$ cat src/rtl/blink_pkg.sv
// Shared definitions for the LED blinker control path.
// Provides the rate-select encoding seen by the blinker, the default
// debounce window and the mode-advance helper used by the selector.
package blink_pkg;

    // Rate-select encoding presented on {select_s1, select_s0}
    typedef enum logic [1:0] {
        MODE_10HZ = 2'b00,
        MODE_5HZ  = 2'b01,
        MODE_2HZ  = 2'b10,
        MODE_1HZ  = 2'b11
    } mode_e;

    // 10 ms at a 50 MHz system clock
    localparam int DEFAULT_DEBOUNCE_CNT = 500_000;

    // Advance to the next blink rate, wrapping from the slowest back to the fastest
    function automatic mode_e next_mode(input mode_e cur);
        case (cur)
            MODE_10HZ: next_mode = MODE_5HZ;
            MODE_5HZ:  next_mode = MODE_2HZ;
            MODE_2HZ:  next_mode = MODE_1HZ;
            MODE_1HZ:  next_mode = MODE_10HZ;
            default:   next_mode = MODE_10HZ;
        endcase
    endfunction

endpackage

$ cat src/rtl/blink_mode_selector_if.sv
// Button-in / blinker-out bundle of the blink mode selector.
//   i_btn_mode, i_btn_en : raw active-high push-buttons (asynchronous)
//   o_select_s1/s0       : rate select to the blinker
//   o_enable             : LED enable to the blinker
//   o_mode_pulse         : one-cycle strobe when a new mode appears
// master = the selector, slave = the button/blinker side.
interface blink_mode_selector_if;
    logic i_btn_mode;
    logic i_btn_en;
    logic o_select_s1;
    logic o_select_s0;
    logic o_enable;
    logic o_mode_pulse;

    modport master (
        input  i_btn_mode,
        input  i_btn_en,
        output o_select_s1,
        output o_select_s0,
        output o_enable,
        output o_mode_pulse
    );

    modport slave (
        output i_btn_mode,
        output i_btn_en,
        input  o_select_s1,
        input  o_select_s0,
        input  o_enable,
        input  o_mode_pulse
    );
endinterface

$ cat src/rtl/btn_debounce.sv
// One push-button front end: synchroniser, debounce filter and press detect.
//   i_clk, i_rst_n : clock, asynchronous active-low reset
//   i_btn          : raw button level (asynchronous to i_clk)
//   o_level        : debounced stable level
//   o_press        : registered one-cycle strobe on an accepted 0->1 of o_level
// The level changes only after the synchronised input has differed from it for
// DEBOUNCE_CNT consecutive cycles; any return to the stable level restarts the count.
module btn_debounce #(
    parameter int DEBOUNCE_CNT = 500_000,
    parameter int CNT_WIDTH    = 19,
    parameter int SYNC_STAGES  = 2
) (
    input  logic i_clk,
    input  logic i_rst_n,
    input  logic i_btn,
    output logic o_level,
    output logic o_press
);

    localparam logic [CNT_WIDTH-1:0] CNT_LAST = CNT_WIDTH'(DEBOUNCE_CNT - 1);

    logic [SYNC_STAGES-1:0] sync_r;
    logic                   sync_s;
    logic [CNT_WIDTH-1:0]   cnt_r;
    logic                   level_r;
    logic                   level_prev_r;
    logic                   press_r;

    assign sync_s = sync_r[SYNC_STAGES-1];

    // Plain flop chain, nothing between stages
    always_ff @(posedge i_clk or negedge i_rst_n) begin
        if (!i_rst_n) begin
            sync_r <= '0;
        end else begin
            sync_r <= {sync_r[SYNC_STAGES-2:0], i_btn};
        end
    end

    // Debounce: accept a new level only after DEBOUNCE_CNT consecutive differing samples
    always_ff @(posedge i_clk or negedge i_rst_n) begin
        if (!i_rst_n) begin
            cnt_r   <= '0;
            level_r <= 1'b0;
        end else if (sync_s == level_r) begin
            cnt_r   <= '0;
            level_r <= level_r;
        end else if (cnt_r == CNT_LAST) begin
            cnt_r   <= '0;
            level_r <= sync_s;
        end else begin
            cnt_r   <= cnt_r + CNT_WIDTH'(1);
            level_r <= level_r;
        end
    end

    // Press detect: rising edge of the stable level, registered
    always_ff @(posedge i_clk or negedge i_rst_n) begin
        if (!i_rst_n) begin
            level_prev_r <= 1'b0;
            press_r      <= 1'b0;
        end else begin
            level_prev_r <= level_r;
            press_r      <= level_r & ~level_prev_r;
        end
    end

    assign o_level = level_r;
    assign o_press = press_r;

endmodule

$ cat src/rtl/blink_mode_selector.sv
// Upstream control stage for the LED blinker.
//   i_clk   : 50 MHz system clock
//   i_rst_n : asynchronous active-low reset
//   bus     : blink_mode_selector_if.master - raw buttons in, select/enable/pulse out
// BTN_MODE steps the rate 10 -> 5 -> 2 -> 1 Hz -> 10 Hz; BTN_EN toggles LED drive.
// Every output comes straight from a flop, so the blinker never sees a
// combinational path from the buttons.
module blink_mode_selector
    import blink_pkg::*;
#(
    parameter int DEBOUNCE_CNT = DEFAULT_DEBOUNCE_CNT,
    parameter int CNT_WIDTH    = 19,
    parameter int SYNC_STAGES  = 2
) (
    input  logic                  i_clk,
    input  logic                  i_rst_n,
    blink_mode_selector_if.master bus
);

    logic  mode_press_s;
    logic  en_press_s;
    logic  mode_level_unused_s;
    logic  en_level_unused_s;
    mode_e mode_r;
    logic  enable_r;
    logic  mode_pulse_r;

    btn_debounce #(
        .DEBOUNCE_CNT (DEBOUNCE_CNT),
        .CNT_WIDTH    (CNT_WIDTH),
        .SYNC_STAGES  (SYNC_STAGES)
    ) u_btn_mode (
        .i_clk   (i_clk),
        .i_rst_n (i_rst_n),
        .i_btn   (bus.i_btn_mode),
        .o_level (mode_level_unused_s),
        .o_press (mode_press_s)
    );

    btn_debounce #(
        .DEBOUNCE_CNT (DEBOUNCE_CNT),
        .CNT_WIDTH    (CNT_WIDTH),
        .SYNC_STAGES  (SYNC_STAGES)
    ) u_btn_en (
        .i_clk   (i_clk),
        .i_rst_n (i_rst_n),
        .i_btn   (bus.i_btn_en),
        .o_level (en_level_unused_s),
        .o_press (en_press_s)
    );

    // Mode counter, enable toggle and mode strobe; both presses act in the same cycle
    always_ff @(posedge i_clk or negedge i_rst_n) begin
        if (!i_rst_n) begin
            mode_r       <= MODE_10HZ;
            enable_r     <= 1'b0;
            mode_pulse_r <= 1'b0;
        end else begin
            if (mode_press_s) begin
                mode_r <= next_mode(mode_r);
            end else begin
                mode_r <= mode_r;
            end
            if (en_press_s) begin
                enable_r <= ~enable_r;
            end else begin
                enable_r <= enable_r;
            end
            // Pulse is registered alongside mode_r so it marks the first cycle of the new value
            mode_pulse_r <= mode_press_s;
        end
    end

    assign bus.o_select_s1  = mode_r[1];
    assign bus.o_select_s0  = mode_r[0];
    assign bus.o_enable     = enable_r;
    assign bus.o_mode_pulse = mode_pulse_r;

endmodule
$ cat src/flat_wrapper.sv
// flat-port wrapper written by rule: the top's interface ports become plain ports
module blink_mode_selector_flat import blink_pkg::*;
#(
    parameter int DEBOUNCE_CNT = DEFAULT_DEBOUNCE_CNT,
    parameter int CNT_WIDTH    = 19,
    parameter int SYNC_STAGES  = 2
)
  (i_clk, i_rst_n, bus_i_btn_mode, bus_i_btn_en, bus_o_select_s1, bus_o_select_s0, bus_o_enable, bus_o_mode_pulse);
  blink_mode_selector_if bus_i ();
  input  logic i_clk;
  input  logic i_rst_n;
  input wire logic [$bits(bus_i.i_btn_mode)-1:0] bus_i_btn_mode;
  input wire logic [$bits(bus_i.i_btn_en)-1:0] bus_i_btn_en;
  output wire logic [$bits(bus_i.o_select_s1)-1:0] bus_o_select_s1;
  output wire logic [$bits(bus_i.o_select_s0)-1:0] bus_o_select_s0;
  output wire logic [$bits(bus_i.o_enable)-1:0] bus_o_enable;
  output wire logic [$bits(bus_i.o_mode_pulse)-1:0] bus_o_mode_pulse;
  assign bus_i.i_btn_mode = bus_i_btn_mode;
  assign bus_i.i_btn_en = bus_i_btn_en;
  assign bus_o_select_s1 = bus_i.o_select_s1;
  assign bus_o_select_s0 = bus_i.o_select_s0;
  assign bus_o_enable = bus_i.o_enable;
  assign bus_o_mode_pulse = bus_i.o_mode_pulse;
  blink_mode_selector #(.DEBOUNCE_CNT(DEBOUNCE_CNT), .CNT_WIDTH(CNT_WIDTH), .SYNC_STAGES(SYNC_STAGES)) u_core (.i_clk(i_clk), .i_rst_n(i_rst_n), .bus(bus_i));
endmodule
$ cat config.mk
export PLATFORM = sky130hd
export DESIGN_NAME = blink_mode_selector_flat
export DESIGN_NICKNAME = d
export VERILOG_FILES = /design/src/rtl/blink_pkg.sv /design/src/rtl/blink_mode_selector_if.sv /design/src/rtl/btn_debounce.sv /design/src/rtl/blink_mode_selector.sv /design/src/flat_wrapper.sv
export SDC_FILE = /design/constraint.sdc
export NUM_CORES = 1
export LEC_CHECK = 0
export ABC_AREA = 0
export BUFFER_PORTS_ARGS = -buffer_cell sky130_fd_sc_hd__buf_2
export CORE_MARGIN = 1.5
export CORE_UTILIZATION = 36
export CTS_CLUSTER_SIZE = 25
export DETAILED_ROUTE_END_ITERATION = 10
export GPL_TIMING_DRIVEN = 0
export PLACE_DENSITY = 0.47
export SYNTH_ARGS = -nofsm -noshare
export SYNTH_HDL_FRONTEND = slang
export SYNTH_SLANG_ARGS = --single-unit
$ cat constraint.sdc
create_clock -name i_clk -period 4.8 [get_ports i_clk]
set_clock_uncertainty 0.2 [all_clocks]
set_input_delay 0.96 -clock i_clk [delete_from_list [all_inputs] [get_ports i_clk]]
set_output_delay 0.96 -clock i_clk [all_outputs]
set_load 0.1 [all_outputs]
After elaboration in Yosys (flattened, before gate mapping)
Cells that the tools add are included.
{"block": "word_totals", "inputBits": 4, "output_inout_bits": 4, "regBits": 52, "word_cells": 37}
{"block": "op_classes", "eq_ne": 7, "n_reduce_logical": 3, "addsub": 2, "bitwise": 7, "mux": 5}
{"op": "19-bit 2-to-1 mux", "n": 4}
{"op": "19-bit by 1-bit adder with 19-bit output, second input constant", "n": 2}
{"op": "19-bit == test, second input constant", "n": 2}
{"op": "2-bit case mux with 4 select lines", "n": 1}
{"op": "1-bit inverter", "n": 5}
{"op": "2-bit == test, second input constant", "n": 2}
{"op": "2-bit AND reduction", "n": 2}
{"op": "1-bit bitwise AND", "n": 2}
{"op": "1-bit == test", "n": 2}
{"op": "2-bit by 1-bit == test with 1-bit output, second input constant", "n": 1}
{"op": "2-bit logical NOT", "n": 1}

Logic depth before layout (Yosys ltp)
{"block": "depth", "depth_word": 3, "ltp_mapped": 5, "depth_no_buf": 5}

Modules after synthesis
Synthesis repeated with hierarchy kept, for this count alone.
{"block": "unflattened", "cells_unflattened": 229, "hier_area_um2": 2432.3}
{"mod": "btn_debounce", "instances": 2, "area_each_um2": 1136.1, "seq_area_each_um2": 600.6, "cells_each": 108}
{"mod": "blink_mode_selector", "instances": 1, "area_each_um2": 160.2, "seq_area_each_um2": 100.1, "cells_each": 13}

Worst setup path before layout
No wires, ideal clock.
{"block": "synth_timing", "kind": "register to output", "start": "register u_core.mode_r[1]", "end": "output port bus_o_select_s1", "slack_ns": 2.726, "stages_incl_launch_ff": 1, "path_buffers": 0, "t_required_ns": 3.640, "arrival_ns": 0.914, "cell_sequence": "dfrtp_1"}
{"item": "start, declared", "line_no": "blink_mode_selector.sv:24", "rtl": "mode_e mode_r;"}
{"item": "start signal, assigned", "line_no": "blink_mode_selector.sv:60", "rtl": "mode_r <= next_mode(mode_r);"}
{"item": "start signal, assigned", "line_no": "blink_mode_selector.sv:62", "rtl": "mode_r <= mode_r;"}
{"item": "end, declared", "line_no": "flat_wrapper.sv:14", "rtl": "output wire logic [$bits(bus_i.o_select_s1)-1:0] bus_o_select_s1;"}
No word-level cell between the ends.

Worst setup path in the final report
{"block": "layout_timing", "start": "register u_core.u_btn_mode.cnt_r[0]", "end": "register u_core.u_btn_mode.cnt_r[14]"}
{"block": "layout_via", "elab_chain_cells": 3, "word_cells_on_any_way": 4, "classes_between": "add/sub: 1; eq/ne: 1; mux: 2"}
{"item": "start, declared", "line_no": "btn_debounce.sv:24", "rtl": "logic [CNT_WIDTH-1:0] cnt_r;"}
{"item": "start signal, assigned", "line_no": "btn_debounce.sv:52", "rtl": "cnt_r <= cnt_r + CNT_WIDTH'(1);"}
{"item": "19-bit by 1-bit adder with 19-bit output or 19-bit == test (tied branches)", "line_no": "btn_debounce.sv:52, btn_debounce.sv:48"}
{"item": "19-bit 2-to-1 mux *", "line_no": "btn_debounce.sv:48", "rtl": "end else if (cnt_r == CNT_LAST) begin"}
{"item": "19-bit 2-to-1 mux *", "line_no": "btn_debounce.sv:45", "rtl": "end else if (sync_s == level_r) begin"}
Mark *: on every way between the ends. The rest lies on a longest branch, timed or not.
A chain may end at the register's enable or synchronous reset.

==> results.toml <==
[outcome]
status = "complete, but fails checks"
violations = "design-rule violations"

[layout]
syn_to_final_growth_pct = 9.204
final_cells = 319
ff_latch_area_mm2 = 0.001301
fillers = 624
finish.utilization_pct = 41.15
multi_input_area_mm2 = 0.001071
n_antenna_cell = 0
nets = 249
layout-drive-gt1-share_pct = 11.57

[routing]
drtAntennaViolNets = 0
totalWireLength_um = 4337
first_iter_violations = 35
drcViolationCount = 1
dr.pass1.iters = 7
vias_per_cell = 5.129
vias = 1636
wl_per_cell_um = 13.60

[worst_setup_path]
cpLargestDelayFamily = "compound AO/OA/AOI/OAI gates"
worstSetupPathType = "reg -> reg"
path_cells = "ha_1, nand4_1, o41ai_4, buf_2, nor2_1"
crit_buf_inv = 1
crit_path_start_kind = "flop"
end_kind = "flop"
path_max_fanout = 10
max_stage_delay_ps = 730
reg2reg_slack_ps = 2330
cp_slowest_cell = "o41ai_4"
cp.required_ps = 4790
crit_arrival_ps = 2460

[yosys]
synth_top_family_by_area = "simple AND/OR/NAND/NOR gates"
avgSynthCellArea_um2 = 10.66
synth_edf_count = 0
async_reset_ff_share_pct = 100.0
ys_top_cells_by_area = "dfrtp_1 54%, xnor2_1 5.4%, nor2_1 5.1%"
synth_mux_area_share_pct = 0.9307
yosys_warnings = 0
ys_seq_area_share_pct = 53.77
ys.flop_type = "dfrtp_1"
synthCells = 227
syn_nets = 235
synth_top_area_share_pct = 53.77
synth_xor_xnor_area_share_pct = 10.50
synth_compound_area_share_pct = 6.567
synth_cell_types = 31
syn_area_mm2 = 0.002420
synth-simple-area-share_pct = 24.20
synth_top_cell_by_area = "dfrtp_1"
synthAdderAreaFrac_pct = 2.068
synth_seq_cells = 52

[clocking]
h-tree-depth = 2
numCtsBuffers = 5
cts_root_buf = "clkbuf_8"
clk_latency_ps = 310
clock_sinks = 52
cts.hold.buffers_added = 0
cts_buffer_depth = 2
post_cts_resized = 0
cts_setup_buffers = 0
tritoncts = "done"
clkTransAtPathRegs_ps = 90

[floorplan]
rows = 29
chipWidth_um = 84.99
io_pins = 8
die_h_um = 84.99
core_area_mm2 = 0.006422
dieArea_mm2 = 0.007222
initial_core_util_pct = 37.68

[placement]
portBuffers = 7
place.gp.congestion = 0.7497
dp_hpwl_um = 2942
dp.cells = 311

[global_routing]
grt_pass1_wl_um = 7617
first_global_vias = 1633
antenna_found_initial = 0
grt_max_degree = 53
grtUsageTotal_pct = 13.10
globalRoute.totalOverflow = 0

[power]
peakVddDrop_mv = 0.1532
switchingPower_mw = 0.1756
fin_total_pwr_mw = 0.7313
power_density_mw_per_mm2 = 276.7
comb_power_share_pct = 3.6
seqPwrFrac_pct = 61.4
pwr-share-clk_pct = 35.0
p_leak_nw = 1.139
internal-power_mw = 0.5557
swShare_pct = 24.01

[sta]
fin_crit_sh_pct = 51.42
hold_violations = 0
rsz0062_at_grt = "no"
tightest_slew_ps = 1182
fmax_mhz = 405.1
final-setup-viol-count = 0
fin_crit_ps = 2468
relSlewSlack_pct = 21.23
slew_violations = 0
setup_tns_ps = 0

[worst_hold_path]
hold_class = "reg -> reg"

[job]
drv_cap = 0
## cells in the mapped netlist, drive strengths merged, types with 6 or more instances
| cell type | count |
|---|---|
| a21oi | 8 |
| dfrtp | 52 |
| o21ai | 8 |
| nor4 | 9 |
| xor2 | 14 |
| nand2 | 13 |
| inv | 6 |
| nand3 | 14 |
| or3 | 6 |
| xnor2 | 15 |
| nor2 | 33 |
| nand4 | 14 |
## cell families (layout without fill, tap and decap cells)
group           Yosys count  in the layout
flops                    52             52
compound gates           21             21
xor+xnor                 29             29
fa+ha+maj                 4              4
mux                       2              2
simple gates            109            109
buf+inv                  10             25
## routing by layer
| metal | up-vias | part of all wire [%] | GRT usage (%) |
|---|---|---|---|
| met5 | - | 0 | 0 |
| met4 | 0 | 1.2 | 4.024 |
| met3 | 5 | 2.4 | 3.405 |
| met2 | 13 | 48 | 22.58 |
| met1 | 790 | 48 | 16.08 |
| li1 | 828 | - | - |
## final timing paths
path	startpoint	endpoint	cells past startpoint
min in group asynchronous	i_rst_n	u_core.u_btn_en.cnt_r[12]$_DFF_PN0_	1
max in group asynchronous	i_rst_n	u_core.u_btn_mode.sync_r[1]$_DFF_PN0_	1
hold reg to reg	u_core.u_btn_mode.sync_r[0]$_DFF_PN0_	u_core.u_btn_mode.sync_r[1]$_DFF_PN0_	0
hold / removal	u_core.u_btn_mode.sync_r[0]$_DFF_PN0_	u_core.u_btn_mode.sync_r[1]$_DFF_PN0_	0
setup reg to reg	u_core.u_btn_mode.cnt_r[0]$_DFF_PN0_	u_core.u_btn_mode.cnt_r[14]$_DFF_PN0_	5
setup / recovery	u_core.u_btn_mode.cnt_r[0]$_DFF_PN0_	u_core.u_btn_mode.cnt_r[14]$_DFF_PN0_	5
## per-stage QoR
stage | hold slack, ps | setup slack (ps) | cell area (um2)
global route | 172.8 | 2129 | 2643
CTS | 164.5 | 2310 | 2643
finish | 159.7 | 2332 | 2643
floorplan | 131.2 | 2726 | 2420
global placement | 134.6 | 2325 | 2551
detailed placement | 138.7 | 2322 | 2551
## layout by cell type, fill, tap and decap left out, drive strengths merged
master	n
and3	3
xor2	14
inv	7
clkbuf	5
nor4bb	1
nor3	2
mux2	2
or2	2
o41ai	3
o31ai	2
and2	2
nand3	14
and4	3
ha	4
or4	3
nand2	13
dfrtp	52
nor2	33
or3	6
a21oi	8
buf	11
nor4	9
clkinv	2
nor2b	3
o21ai	8
nand4	14
or4b	1
xnor2	15
## power groups by stage
| stage | Combinational [mW] | Sequential (mW) | Clock [mW] |
|---|---|---|---|
| floorplan | 0.0134 | 0.457 | 0 |
| CTS | 0.0275 | 0.449 | 0.269 |
| finish | 0.0261 | 0.449 | 0.256 |
| detailed placement | 0.0273 | 0.458 | 0 |
| global placement | 0.0273 | 0.458 | 0 |
| global route | 0.0307 | 0.450 | 0.282 |
## worst register-to-register path: cells and delay by family (launching register included)
family | cells | cell delay (ps)
buffers and inverters | 1 | 360
AOI/OAI and AO/OA | 1 | 740
DFF | 1 | 400
and+or+nand+nor | 2 | 430
adders and majority gates | 1 | 240
## flip-flops by register name, summed over array words and instances (netlist names)
| name | cells |
|---|---|
| u_core.u_btn_en.o_press | 1 |
| u_core.bus.o_mode_pulse | 1 |
| u_core.u_btn_en.o_level | 1 |
| u_core.u_btn_en.level_prev_r | 1 |
| u_core.mode_r | 2 |
| u_core.u_btn_mode.cnt_r | 19 |
| u_core.u_btn_mode.sync_r | 2 |
| u_core.u_btn_mode.o_press | 1 |
| u_core.u_btn_mode.level_prev_r | 1 |
| u_core.u_btn_en.sync_r | 2 |
| u_core.u_btn_mode.o_level | 1 |
| u_core.bus.o_enable | 1 |
| u_core.u_btn_en.cnt_r | 19 |
## final cells by class
type | count | share of cell area [%]
inverters | 6 | 0.8523
clock buffers | 5 | 2.604
repair buffers | 7 | 1.326
flip-flops and latches | 52 | 49.24
clock inverters | 3 | 0.8523
plain buffers | 4 | 0.9470
well taps | 77 | 3.646
multi-input cells | 165 | 40.53
(Power assumes the default switching activity.)
